`src/rtl/mv_result_drain.sv`:
```
// Result drain for mat_vec_mult: snapshots every accumulator row on a done edge,
// streams the rows out over valid/ready, then pulses clr to zero the MAC array.
module mv_result_drain #(
    parameter int ROWS       = 8,
    parameter int DATA_WIDTH = 8,
    parameter int OUT_W      = 24,
    parameter int IDX_W      = $clog2(ROWS)
) (
    input  logic                           clk,
    input  logic                           rst_n,
    input  logic                           done,
    input  logic [ROWS*3*DATA_WIDTH-1:0]   acc_in,
    output logic                           out_valid,
    input  logic                           out_ready,
    output logic [OUT_W-1:0]               out_data,
    output logic [IDX_W-1:0]               out_idx,
    output logic                           out_last,
    output logic                           clr,
    output logic                           busy,
    output logic                           overrun
);

    localparam int ACC_W = 3 * DATA_WIDTH;
    localparam logic [IDX_W-1:0] LAST_IDX = IDX_W'(ROWS - 1);

    typedef enum logic [1:0] {
        IDLE  = 2'd0,
        SEND  = 2'd1,
        CLEAR = 2'd2
    } state_t;

    state_t            state_q;
    state_t            state_d;
    logic              done_q;
    logic              done_rise;
    logic              capture;
    logic              advance;
    logic [IDX_W-1:0]  idx_q;
    logic              overrun_q;
    logic [ACC_W-1:0]  shadow_p0 [ROWS];

    // Unsigned clamp of an accumulator into the streamed width.
    function automatic logic [OUT_W-1:0] sat_out(input logic [ACC_W-1:0] v);
        logic [ACC_W-1:0] hi;
        hi = v >> OUT_W;
        if (OUT_W < ACC_W && hi != '0)
            return '1;
        return v[OUT_W-1:0];
    endfunction

    assign done_rise = done & ~done_q;

    always_ff @(posedge clk) begin
        if (!rst_n)
            state_q <= IDLE;
        else
            state_q <= state_d;
    end

    always_comb begin
        state_d   = state_q;
        capture   = 1'b0;
        advance   = 1'b0;
        out_valid = 1'b0;
        out_last  = 1'b0;
        clr       = 1'b0;
        case (state_q)
            IDLE: begin
                if (done_rise) begin
                    capture = 1'b1;
                    state_d = SEND;
                end
            end
            SEND: begin
                out_valid = 1'b1;
                out_last  = (idx_q == LAST_IDX);
                if (out_ready) begin
                    advance = 1'b1;
                    if (idx_q == LAST_IDX)
                        state_d = CLEAR;
                end
            end
            CLEAR: begin
                clr     = 1'b1;
                state_d = IDLE;
            end
            default: state_d = IDLE;
        endcase
    end

    // Control: edge detector, row pointer, sticky overrun flag.
    always_ff @(posedge clk) begin
        if (!rst_n) begin
            done_q    <= 1'b0;
            idx_q     <= '0;
            overrun_q <= 1'b0;
        end else begin
            done_q <= done;
            if (capture)
                idx_q <= '0;
            else if (advance && idx_q != LAST_IDX)
                idx_q <= idx_q + 1'b1;
            if (done_rise && state_q != IDLE)
                overrun_q <= 1'b1;
        end
    end

    // Stage p0: snapshot of all rows, frozen for the whole frame.
    always_ff @(posedge clk) begin
        if (!rst_n) begin
            for (int r = 0; r < ROWS; r++)
                shadow_p0[r] <= '0;
        end else if (capture) begin
            for (int r = 0; r < ROWS; r++)
                shadow_p0[r] <= acc_in[r*ACC_W +: ACC_W];
        end
    end

    assign out_data = out_valid ? sat_out(shadow_p0[idx_q]) : '0;
    assign out_idx  = idx_q;
    assign busy     = (state_q != IDLE);
    assign overrun  = overrun_q;

endmodule
```
`config.mk`:
```
export PLATFORM = sky130hd
export DESIGN_NAME = mv_result_drain
export DESIGN_NICKNAME = d
export VERILOG_FILES = /design/src/rtl/mv_result_drain.sv
export SDC_FILE = /design/constraint.sdc
export NUM_CORES = 1
export LEC_CHECK = 0
export ABC_AREA = 1
export CAP_MARGIN = 20
export CORE_UTILIZATION = 51
export DETAILED_ROUTE_END_ITERATION = 7
export PLACE_DENSITY_LB_ADDON = 0.08
export SYNTH_ARGS = -nofsm -noshare
export SYNTH_HDL_FRONTEND = slang
export SYNTH_SLANG_ARGS = --single-unit
```
`constraint.sdc`:
```
create_clock -name clk -period 9.4 [get_ports clk]
set_input_delay 2.82 -clock clk [delete_from_list [all_inputs] [get_ports clk]]
set_output_delay 2.82 -clock clk [all_outputs]
set_load 0.01 [all_outputs]
```
==> flow_summary_export.csv <==
group,metric,value,unit
clocking,postCtsSetupBuffers,0,
pwr,ir_drop,0.000113,V
timing,period_share,76.2,%
clocking,h-tree-depth,1,
pwr,internal_power,1790,µW
timing,slew_headroom,26.5,%
setup_path,worstSetupPathType,"flip-flop to output port",
final_layout,layout_commonest_cell,"inv_1",
final_layout,final_cell_mix,"393 x inv_1, 293 x nand2_1, 226 x clkdlybuf4s50_1, 204 x nor2_1, 192 x edfxtp_1",
setup_path,cp_cell_sequence,"buf_4, clkinv_2, buf_4, nand2_1, nand3_1, nand3_1, nand2_1, nor2_1, clkdlybuf4s50_1",
pwr,switching_share,23.9,%
setup_path,endpoint_kind,"output port",
hold_path,worstHoldStart,"overrun",
die,fp-row-count,51,
timing,fin_skew,0.00938,ns
synth,synth_cells,1296,
synth,yosysTopAreaCell,"edfxtp_1",
synth,syn_area_per_cell,8.04,µm²
drt,dr.first_iter.drc_count,706,
clocking,clockBufferDepth,3,
pwr,power_frac_comb,14.2,%
setup_path,reg2reg_from,"state_q[1]",
setup_path,critPathMaxStageDelay,0.88,ns
timing,fmax,140,MHz
pwr,cellLeakagePower,0.00672,µW
die,die-width,145,µm
global_route,antenna_found_initial,4,
timing,setup_viol,0,
drt,wl_per_cell,14.9,µm
placement,place_hpwl,17500,µm
setup_path,slowest_stage,"clkinv_2",
drt,route.detailed.drc,0,
synth,synth.cell_area,0.0104,mm²
drt,dr.pass1.iters,5,
drt,vias,8372,
die,die_area,0.0210,mm²
pwr,sequentialPowerShare,46.6,%
drt,via_per_inst,4.72,
pwr,p_clk_share,39.2,%
timing,final_max_slew_viol_count,0,
synth,synth.area.top_cells,"edfxtp_1 55%, inv_1 14%, nand2_1 11%, nor2_1 7.4%, nand3_1 5.9%",
die,initial_utilization,52.8,%
drt,ant_nets,0,
setup_path,critPathTopFamily,"buffers and inverters",
hold_path,min-delay-path-class,"flip-flop to flip-flop",
clocking,clk_latency,0.50,ns
setup_path,path_buf_inv,4,
final_layout,drive_gt1_share,3.58,%
die,core,0.0197,mm²
final_layout,stdcell_count,1774,
setup_path,cp.required,6.58,ns
timing,rsz0062_at_grt,"false",
pwr,switching_power,562,µW
clocking,cts_tree,"yes",
flow_run,maxCapViolCount,0,
outcome,status,"finished clean",
setup_path,critPathLaunchType,"flip-flop",
timing,fin_crit,7.16,ns
global_route,grt_usage,24.9,%
placement,gp_congestion,0.866,
synth,ys_ff_latch,202,
setup_path,r2r_setup_slack,6.78,ns
global_route,grt_pass1_vias,7924,
placement,port_buffers,227,
synth,synth_nets,1495,
global_route,grt_first_pass_wirelength,41000,µm
synth,seq_area_frac_synth,57.3,%
timing,hold_viol,0,
final_layout,syn_to_final_growth,29.6,%
setup_path,crit_arrival,4.34,ns
synth,yosysTopAreaCellShare,55.4,%
clocking,hold_buffers,0,
global_route,grt_overflow,0,
drt,wirelength,26400,µm
clocking,cts_resized,0,
final_layout,fin_nets,1692,
pwr,power.density,174,mW/mm²
clocking,cts_buffers,22,
synth,yosysWarnings,0,
setup_path,cp_max_fo,97,
final_layout,nFillCells,1628,
clocking,cts_sinks,202,
die,io_pins,228,
timing,worst_pin_slew,1.10,ns
clocking,clkTransAtPathRegs,0.06,ns
placement,place_inst,1733,
clocking,root_buffer,"clkbuf_16",
die,die_y,145,µm
global_route,grt_start_max_net_pins,136,
timing,setup_tns,0,ns
synth,yosysUniqueCellTypes,20,
-- path summary, 6_finish.rpt --
kind | cells past startpoint | endpoint
hold / removal | 2 | overrun
hold reg to reg | 2 | overrun
setup reg to reg | 6 | shadow_p0[2][8]
setup / recovery | 9 | out_data[6]
-- tightest hold or removal path: stages, from the launching register on --
cell and delay [ns]:
dfxtp_1 0.33, a31oi_1 0.04, nor2_1 0.07
-- cells in the mapped netlist, drive strengths merged --
library cell and number:
nor3 1, nand3 123, buf 49, clkbuf 11, nand4 1, inv 398
a31oi 1, a21oi 2, ha 3, dfxtp 10, nor2 206, edfxtp 192
o21ai 4, nand2 295
-- final cells by class --
class                      count  area, µm²  share of cell area [%]
antenna                        1       2.50                  0.0185
tap                          265        332                    2.46
clock buffer                  28        614                    4.55
clock inverter                11        156                    1.16
timing repair buffer         233       2320                    17.2
inverter                     398       1500                    11.1
multi-input combinational    636       2600                    19.2
sequential                   202       5970                    44.2
-- layer usage --
layer | vias up | GRT usage, % | part of all wire (%)
met4 | 4 | 6.22 | 1.9
met3 | 40 | 6.54 | 10
li1 | 4180 | - | -
met2 | 354 | 39.2 | 45
met1 | 3794 | 34.3 | 43
met5 | - | 0 | 0.091
-- kinds of logic (layout without fill, tap and decap cells) --
group                    count (synthesis)  after routing  synth area share (%)
AND/OR/NAND/NOR                        626            626                  24.1
buffers and inverters                  458            670                  17.9
AO/OA/AOI/OAI                            7              7                 0.348
other                                    0              1                     0
adder cells (fa/ha/maj)                  3              3                 0.360
flip-flops                             202            202                  57.3
-- power groups by stage --
| stage | sequential [µW] | combinational (µW) | clock (µW) |
|---|---|---|---|
| after CTS | 1100 | 331 | 926 |
| after global placement | 1110 | 326 | 0 |
| after global routing | 1100 | 371 | 963 |
| after detailed placement | 1120 | 328 | 0 |
| after floorplan | 1110 | 181 | 0 |
| final | 1100 | 334 | 921 |
-- flip-flops by register name, indices dropped and copies added (netlist names), named ones only --
signal	cells
done_q	1
out_idx	3
overrun	1
shadow_p0	192
state_q	2
-- through the flow --
step | worst slack [ns] | utilization [%] | hold WS [ns] | instance area (µm²) | total power, µW
6_report | 2.24 | 68.5 | 0.480 | 13500 | 2350
3_3_place_gp | 2.82 | 64.4 | 0.463 | 12700 | 1440
4_1_cts | 2.25 | 68.4 | 0.481 | 13500 | 2360
2_1_floorplan | 1.99 | - | 0.501 | 10400 | 1290
3_5_place_dp | 2.77 | 64.4 | 0.464 | 12700 | 1440
5_1_grt | 1.99 | 68.5 | 0.508 | 13500 | 2440
Power figures use the tool's default switching activity.
